<file path="src/rtl/draw_pkg.sv">
// rtl/draw_pkg.sv - shared command codes, screen geometry and colours for the sprite datapath
package draw_pkg;

    // Controller command codes shared with the movement controller
    localparam logic [3:0] PREHOLD = 4'b0100;
    localparam logic [3:0] HOLD    = 4'b0000;
    localparam logic [3:0] CLEAR   = 4'b0001;
    localparam logic [3:0] LEFT    = 4'b0011;
    localparam logic [3:0] RIGHT   = 4'b0010;
    localparam logic [3:0] DOWN    = 4'b0110;
    localparam logic [3:0] UP      = 4'b0111;
    localparam logic [3:0] DRAW    = 4'b0101;
    localparam logic [3:0] SHOT    = 4'b1000;
    localparam logic [3:0] ESCAPED = 4'b1001;
    localparam logic [3:0] IS_SHOT = 4'b1010;

    // Sprite geometry; SIZE must be a power of two so col/row are bit fields of k
    localparam int SIZE  = 4;
    localparam int STEP  = 1;
    localparam int X_MAX = 159;
    localparam int Y_MAX = 119;
    localparam int CR_W  = $clog2(SIZE);
    localparam int K_W   = 2 * CR_W;

    // Highest top-left coordinate that keeps the whole sprite on screen
    localparam logic [7:0] X_LIM = 8'(X_MAX - SIZE + 1);
    localparam logic [6:0] Y_LIM = 7'(Y_MAX - SIZE + 1);

    localparam logic [7:0] P_X0 = 8'd78;
    localparam logic [6:0] P_Y0 = 7'd58;
    localparam logic [7:0] B_X0 = 8'd0;
    localparam logic [6:0] B_Y0 = 7'd0;

    localparam logic [2:0] BG_COLOUR = 3'b011;
    localparam logic [2:0] P_COLOUR  = 3'b111;
    localparam logic [2:0] B_COLOUR  = 3'b100;

    typedef enum logic [1:0] {
        ENG_IDLE,
        ENG_SWEEP,
        ENG_DONE,
        ENG_WAIT
    } eng_state_t;

    // Saturating column step: widened sum so the clamp sees any overflow
    function automatic logic [7:0] step_x(input logic [7:0] pos, input logic inc);
        logic [8:0] sum;
        sum = {1'b0, pos} + 9'(STEP);
        if (inc)
            return (sum > {1'b0, X_LIM}) ? X_LIM : sum[7:0];
        else
            return (pos < 8'(STEP)) ? 8'd0 : pos - 8'(STEP);
    endfunction

    // Saturating row step
    function automatic logic [6:0] step_y(input logic [6:0] pos, input logic inc);
        logic [7:0] sum;
        sum = {1'b0, pos} + 8'(STEP);
        if (inc)
            return (sum > {1'b0, Y_LIM}) ? Y_LIM : sum[6:0];
        else
            return (pos < 7'(STEP)) ? 7'd0 : pos - 7'(STEP);
    endfunction

endpackage

</file>
<file path="src/rtl/sprite_sweep.sv">
// rtl/sprite_sweep.sv - row-major pixel index counter for one SIZE x SIZE sprite
module sprite_sweep
    import draw_pkg::*;
(
    input  logic            clk,
    input  logic            reset_n,
    input  logic            en,
    output logic [CR_W-1:0] col,
    output logic [CR_W-1:0] row,
    output logic            last
);

    logic [K_W-1:0] k;

    assign col  = k[CR_W-1:0];
    assign row  = k[K_W-1:CR_W];
    assign last = (k == '1);

    // Advance k while sweeping; wrap to 0 after the last pixel so the next sweep starts clean
    always_ff @(posedge clk or negedge reset_n) begin
        if (!reset_n)
            k <= '0;
        else if (en)
            k <= last ? '0 : k + K_W'(1);
    end

endmodule

</file>
<file path="src/rtl/sprite_draw_engine.sv">
// rtl/sprite_draw_engine.sv - sprite positions, move handling and VGA sweep sequencing
module sprite_draw_engine
    import draw_pkg::*;
(
    input  logic       clk,
    input  logic       reset_n,
    input  logic [3:0] STATE,
    input  logic       PorB,
    output logic [7:0] x,
    output logic [6:0] y,
    output logic [2:0] colour,
    output logic       plot,
    output logic       doneDrawing
);

    eng_state_t      eng, eng_next;
    logic            accept, sweep_en;
    logic [CR_W-1:0] col, row;
    logic            last;
    logic [3:0]      start_cmd;
    logic [7:0]      org_x, p_x, b_x;
    logic [6:0]      org_y, p_y, b_y;

    sprite_sweep u_sweep (
        .clk     (clk),
        .reset_n (reset_n),
        .en      (sweep_en),
        .col     (col),
        .row     (row),
        .last    (last)
    );

    // Engine state register
    always_ff @(posedge clk or negedge reset_n) begin
        if (!reset_n)
            eng <= ENG_IDLE;
        else
            eng <= eng_next;
    end

    // Next state plus accept/sweep strobes
    always_comb begin
        eng_next = eng;
        accept   = 1'b0;
        sweep_en = 1'b0;
        case (eng)
            ENG_IDLE: begin
                if (STATE == CLEAR || STATE == DRAW) begin
                    accept   = 1'b1;
                    eng_next = ENG_SWEEP;
                end
            end
            ENG_SWEEP: begin
                sweep_en = 1'b1;
                if (last)
                    eng_next = ENG_DONE;
            end
            ENG_DONE: eng_next = ENG_WAIT;
            ENG_WAIT: begin
                // Held command must not retrigger; wait for the controller to move on
                if (STATE != start_cmd)
                    eng_next = ENG_IDLE;
            end
            default: eng_next = ENG_IDLE;
        endcase
    end

    // Sweep latches and registered VGA outputs
    always_ff @(posedge clk or negedge reset_n) begin
        if (!reset_n) begin
            x           <= '0;
            y           <= '0;
            colour      <= '0;
            plot        <= 1'b0;
            doneDrawing <= 1'b0;
            start_cmd   <= HOLD;
            org_x       <= '0;
            org_y       <= '0;
        end else begin
            plot        <= 1'b0;
            doneDrawing <= (eng == ENG_DONE);
            if (accept) begin
                start_cmd <= STATE;
                org_x     <= PorB ? b_x : p_x;
                org_y     <= PorB ? b_y : p_y;
                if (STATE == CLEAR)
                    colour <= BG_COLOUR;
                else
                    colour <= PorB ? B_COLOUR : P_COLOUR;
            end
            if (sweep_en) begin
                x    <= org_x + 8'(col);
                y    <= org_y + 7'(row);
                plot <= 1'b1;
            end
        end
    end

    // Move commands act on the currently selected sprite in every engine state
    always_ff @(posedge clk or negedge reset_n) begin
        if (!reset_n) begin
            p_x <= P_X0;
            p_y <= P_Y0;
            b_x <= B_X0;
            b_y <= B_Y0;
        end else begin
            case (STATE)
                LEFT:  if (PorB) b_x <= step_x(b_x, 1'b0); else p_x <= step_x(p_x, 1'b0);
                RIGHT: if (PorB) b_x <= step_x(b_x, 1'b1); else p_x <= step_x(p_x, 1'b1);
                UP:    if (PorB) b_y <= step_y(b_y, 1'b0); else p_y <= step_y(p_y, 1'b0);
                DOWN:  if (PorB) b_y <= step_y(b_y, 1'b1); else p_y <= step_y(p_y, 1'b1);
                default: ;
            endcase
        end
    end

endmodule

</file>
<file path="config.mk">
export PLATFORM = sky130hd
export DESIGN_NAME = sprite_draw_engine
export DESIGN_NICKNAME = d
export VERILOG_FILES = /design/src/rtl/draw_pkg.sv /design/src/rtl/sprite_sweep.sv /design/src/rtl/sprite_draw_engine.sv
export SDC_FILE = /design/constraint.sdc
export NUM_CORES = 1
export LEC_CHECK = 0
export CAP_MARGIN = 20
export CORE_MARGIN = 2
export CORE_UTILIZATION = 25
export CTS_BUF_LIST = sky130_fd_sc_hd__clkbuf_8
export CTS_CLUSTER_SIZE = 30
export DETAILED_ROUTE_END_ITERATION = 6
export SLEW_MARGIN = 5
export SYNTH_ARGS = -nofsm -noshare
export SYNTH_HDL_FRONTEND = slang
export SYNTH_SLANG_ARGS = --single-unit
</file>
<file path="constraint.sdc">
create_clock -name clk -period 2.2 [get_ports clk]
set_input_delay 0.33 -clock clk [delete_from_list [all_inputs] [get_ports clk]]
set_output_delay 0.33 -clock clk [all_outputs]
set_load 0.05 [all_outputs]
</file>
### Yosys cells after proc, flatten, opt, wreduce, memory -nomap -nowiden

Cells that the tools add are included.

| word-level totals | value |
|---|---|
| input port bits | 7 |
| bits in registers | 75 |

| operators by class | value |
|---|---|
| add/subtract/negate cells | 11 |
| order comparisons | 8 |
| equal/unequal tests | 22 |
| reductions and logical operators | 9 |
| multiplexer cells | 33 |

Operator list:

| operator | count |
|---|---|
| $mux 8 | 9 |
| $mux 7 | 9 |
| $pmux 8 s2 | 2 |
| $pmux 7 s2 | 2 |
| $ne 2x2->1 const B | 10 |
| $add 8x1->9 const B | 2 |
| $gt 9x8->1 const B | 2 |
| $add 7x1->8 const B | 2 |
| $gt 8x7->1 const B | 2 |
| $lt 8x1->1 const B | 2 |
| $sub 8x1->8 const B | 2 |
| $reduce_and 3->1 | 5 |
| $lt 7x1->1 const B | 2 |
| $sub 7x1->7 const B | 2 |
| $eq 4x3->1 const B | 3 |
| $add 8x2->8 | 1 |
| $eq 4x2->1 const B | 2 |
| $mux 2 | 4 |
| $pmux 2 s4 | 1 |
| $add 7x2->7 | 1 |
| $add 4x1->4 const B | 1 |
| $eq 2x2->1 const B | 2 |
| $eq 4x1->1 const B | 1 |
| $eq 4x4->1 const B | 1 |
| other kinds (9) | 13 |

### Logic depth before layout (Yosys ltp)

| depth | value |
|---|---|
| depth in word-level cells | 5 |
| gate-level depth with buffers | 9 |
| gate-level depth less buffers | 8 |

### Hierarchy

A second synthesis with hierarchy kept.

| unflattened totals | value |
|---|---|
| cell total of the unflattened synthesis | 605 |
| area, all modules | 5087.4 um^2 |

Modules (own cells, without submodules):

| module | times used | area each (um^2) | cells each |
|---|---|---|---|
| sprite_draw_engine | 1 | 4902.2 | 590 |
| sprite_sweep | 1 | 185.2 | 15 |

### Worst setup path before layout

Ideal clock, no wire load.

| timing | value |
|---|---|
| path type | reg-to-reg |
| start point | reg p_x[1] |
| end point | reg p_x[1] |
| required time | 2.124 ns |
| setup slack | 0.246 ns |
| path buffers | 0 |
| stages on the path, launching flop included | 8 |
| period minus slack after synthesis | 1.954 ns |
| data arrival time | 1.878 ns |
| cell sequence | dfstp_2 > ha_1 > inv_1 > or3_1 > o211a_1 > a211oi_2 > and3b_1 > o22ai_2 |

| between the ends | value |
|---|---|
| word-level cells in the longest chain between the ends | 5 |
| elaborated cells between the ends (all ways) | 9 |
| classes of those cells | 2 x add/sub; 2 x order compare; 5 x mux |

RTL lines:

| item | line | RTL |
|---|---|---|
| from (decl) | sprite_draw_engine.sv:21 | `logic [7:0] org_x, p_x, b_x;` |
| from (signal assigned) | sprite_draw_engine.sv:108 | `LEFT: if (PorB) b_x <= step_x(b_x, 1'b0); else p_x <= step_x(p_x, 1'b0);` |
| from (signal assigned) | sprite_draw_engine.sv:109 | `RIGHT: if (PorB) b_x <= step_x(b_x, 1'b1); else p_x <= step_x(p_x, 1'b1);` |
| $add 8x1->9 | draw_pkg.sv:48 | `sum = {1'b0, pos} + 9'(STEP);` |
| $gt 9x8->1 | draw_pkg.sv:50 | `return (sum > {1'b0, X_LIM}) ? X_LIM : sum[7:0];` |
| $mux 8 | draw_pkg.sv:50 |  |
| $mux 8 | sprite_draw_engine.sv:109 |  |
| $pmux 8 s2 (*) | sprite_draw_engine.sv:107 | `case (STATE)` |

Mark *: on every way between the ends. The rest lies on a longest branch, timed or not. The select of a mux whose other input is x is not followed.
A chain may end at the register's enable or synchronous reset.

### Worst setup path in the final report

| timing | value |
|---|---|
| start point | reg b_y[0] |
| end point | reg b_y[6] |

| between the ends | value |
|---|---|
| word-level cells in the longest chain between the ends | 5 |
| elaborated cells between the ends (all ways) | 9 |
| classes of those cells | 2 x add/sub; 2 x order compare; 5 x mux |

RTL lines:

| item | line | RTL |
|---|---|---|
| from (decl) | sprite_draw_engine.sv:22 | `logic [6:0] org_y, p_y, b_y;` |
| from (signal assigned) | sprite_draw_engine.sv:110 | `UP: if (PorB) b_y <= step_y(b_y, 1'b0); else p_y <= step_y(p_y, 1'b0);` |
| from (signal assigned) | sprite_draw_engine.sv:111 | `DOWN: if (PorB) b_y <= step_y(b_y, 1'b1); else p_y <= step_y(p_y, 1'b1);` |
| $add 7x1->8 | draw_pkg.sv:58 | `sum = {1'b0, pos} + 8'(STEP);` |
| $gt 8x7->1 | draw_pkg.sv:60 | `return (sum > {1'b0, Y_LIM}) ? Y_LIM : sum[6:0];` |
| $mux 7 | draw_pkg.sv:60 |  |
| $mux 7 | sprite_draw_engine.sv:111 |  |
| $pmux 7 s2 (*) | sprite_draw_engine.sv:107 |  |

Marks and branches as above.

==> results_dict.tcl <==
set metrics [dict create \
    design.core.area_mm2 0.0202 \
    cp.required_ns 2.45 \
    dpl.cell_count 899 \
    synth_warnings 0 \
    finalCriticalPeriod_ns 2.07 \
    rsz0062_at_grt "no" \
    synth_edf_count 0 \
    fin_nets 670 \
    detail-route-antenna-nets 0 \
    synth_seq_cells 74 \
    use_met2_pct 18.3 \
    std_cell_rows 52 \
    n_antenna_cell 0 \
    preCtsSetupSlack_ns -0.0462 \
    reg2reg_slack_ns 0.13 \
    ys_seq_area_share_pct 36.2 \
    placedInstanceArea_mm2 0.00596 \
    via_per_inst 4.93 \
    design_area_mm2 0.00619 \
    grt_pass1_wl_mm 21.0 \
    grt_pass1_vias 4155 \
    cp_max_fo 8 \
    ys_async_sr_fraction_pct 100 \
    r2r-start "b_y[0]$_DFFE_PN0P_" \
    gp_congestion 0.888 \
    avgRoutedWirePerCell_um 13.8 \
    cts.path.max_buffers 2 \
    cts_buffers 9 \
    synth_area_mm2 0.00514 \
    grt_use_total_pct 11.8 \
    initial_core_util_pct 25.5 \
    cts_sinks 74 \
    drt_pass1_iterations 5 \
    first_iter_violations 403 \
    cap_violations 0 \
    status "completed" \
    dp_hpwl_mm 9.09 \
    worstSetupPathType "flop to flop" \
    syn_avg_cell_area_um2 8.65 \
    fmax_mhz 484 \
    vias 4519 \
    slew_violations 0 \
    synth_top_area_share_pct 32.1 \
    drc 0 \
    synth_nets 623 \
    r2r_end "b_y[6]$_DFFE_PN0P_" \
    hold_class "input pin to async pin" \
    dieArea_mm2 0.0217 \
    fin_skew_ns 0.0131 \
    synth_flop_cell "dfrtp_1" \
    clock_latency_ns 0.38 \
    fin_util_pct 30.7 \
    setup_viol 0 \
    grt_max_degree 40 \
    p_leak_nw 2.49 \
    num_io_pins 27 \
    layout_setup_ws_ns 0.132 \
    synth_common_cells "66 x dfrtp_1, 59 x a21oi_1, 58 x nor2_1" \
    max-vdd-ir-drop_uv 456 \
    routed_wl_mm 12.7 \
    layout-drive-gt1-share_pct 18.1 \
    period_share_pct 94.0 \
    dieHeight_um 147 \
    ys_types 78 \
    post_cts_buffers 0 \
    r2r.worst_path.cells 8 \
    met1_usage_pct 16.7 \
    synthCells 594 \
    dieWidth_um 147 \
    finalSetupTns_ns 0 \
    cts_tree "done" \
    timing_hold_violations_final 0 \
    io_buffers 26 \
    power_density_mw_per_mm2 1370 \
    grt_use_met3_pct 2.52 \
    yosys.area.top_type "dfrtp_1" \
    worstMarginPinSlew_ns 0.498 \
    synth.area.top_cells "dfrtp_1 32%, a21oi_1 5.7%, ha_1 4.9%" \
    grt-ovfl-total 0 \
    grt_antenna_before_repair 0 \
    startpoint_type "flop" \
    critPathCaptureType "flop" \
    relSlewSlack_pct 65.9 \
    final_cells 916 \
    syn_to_final_growth_pct 20.5 \
    arrival_ns 2.32 \
    htreeDepth 3 \
    clk_pin_slew_ns 0.08 \
    cts_root_buf "clkbuf_8" \
    yosysMostFrequentCell "dfrtp_1" \
    top_usage_layer "met2" \
]
==> layer usage <==
layer | vias up | wire (µm)
li1 | 2244 | -
met1 | 2146 | 6170
met2 | 114 | 5770
met3 | 15 | 560
met4 | 0 | 153
met5 | - | 0
==> how the worst max path moves through the flow <==
stage	cells past startpoint	endpoint	start
finish	8	b_y[6]$_DFFE_PN0P_	b_y[0]$_DFFE_PN0P_
detailed placement	6	b_x[0]$_DFFE_PN0P_	STATE[1]
floorplan	7	p_x[1]$_DFFE_PN1P_	p_x[1]$_DFFE_PN1P_
global placement	6	b_x[0]$_DFFE_PN0P_	STATE[1]
global route	9	p_x[6]$_DFFE_PN1P_	p_x[1]$_DFFE_PN1P_
CTS	8	b_y[6]$_DFFE_PN0P_	b_y[0]$_DFFE_PN0P_
==> registers in the layout (all words and copies together) (netlist names), 2 cells and up <==
| register | count |
|---|---|
| p_x | 8 |
| x | 8 |
| org_y | 7 |
| start_cmd | 4 |
| y | 7 |
| colour | 2 |
| p_y | 7 |
| b_y | 7 |
| org_x | 8 |
| u_sweep.k | 4 |
| eng | 2 |
| b_x | 8 |
==> timing repair <==
| action | CTS | global route |
|---|---|---|
| setup endpoints to repair | 0 | 7 |
| endpoints found under the hold margin | 33 | 0 |
| resized for setup | 0 | 9 |
| hold buffers | 1 | 0 |
==> cells in the final DEF (no fill, tap or decap), types with 8 or more instances in the layout <==
master | Yosys | final
dfrtp_1 | 66 | 63
nor2_1 | 58 | 58
a21oi_1 | 59 | 58
buf_4 | 2 | 52
nand2_1 | 44 | 44
o21ai_0 | 29 | 29
clkdlybuf4s50_1 | 0 | 25
mux2i_1 | 24 | 24
inv_1 | 24 | 23
nand3_1 | 22 | 22
ha_1 | 20 | 18
o21ai_1 | 16 | 16
a31oi_1 | 16 | 16
nor3_1 | 15 | 15
xnor2_1 | 11 | 11
clkbuf_8 | 0 | 10
xor2_1 | 8 | 8
nand4_1 | 8 | 8
dfstp_2 | 8 | 8
==> report_power, final <==
group / switching (W) / total (W) / internal [W]
Clock: 0.000559 / 0.00111 / 0.000556
Combinational: 0.00255 / 0.00445 / 0.00190
Sequential: 0.000854 / 0.00290 / 0.00205
==> worst max-delay path, cell delays in order, from the launching register on <==
cell and delay, ns:
dfrtp_2 0.47, inv_2 0.10, ha_1 0.20, or3b_2 0.50, o31a_1 0.25, o21ai_1 0.19, a21oi_1 0.10, nor2_1 0.09
a31oi_1 0.05
==> through the flow <==
step | hold slack, ns | power (W)
floorplan | 0.0344 | 0.00597
global placement | 0.323 | 0.00731
detailed placement | 0.321 | 0.00733
CTS | 0.454 | 0.00847
global route | 0.512 | 0.00915
finish | 0.468 | 0.00847
==> area by class of cell <==
cell class | count | area, µm²
multi-input combinational | 451 | 2980
clock inverter | 6 | 65.1
clock buffer | 10 | 138
inverter | 24 | 90.1
timing repair buffer | 81 | 711
sequential | 74 | 1870
fill | 2092 | 14000
tap | 270 | 338
==> logic make-up (layout without fill, tap and decap cells) <==
group / count (synthesis) / in the layout / share of synthesized area [%]
buf+inv: 69 / 121 / 6.02
flops: 74 / 74 / 36.2
xor+xnor: 19 / 19 / 3.24
fa+ha+maj: 22 / 22 / 5.65
compound gates: 170 / 170 / 20.8
simple gates: 211 / 211 / 22.3
mux: 29 / 29 / 5.77
No activity file was read; power rests on OpenSTA's default activity.
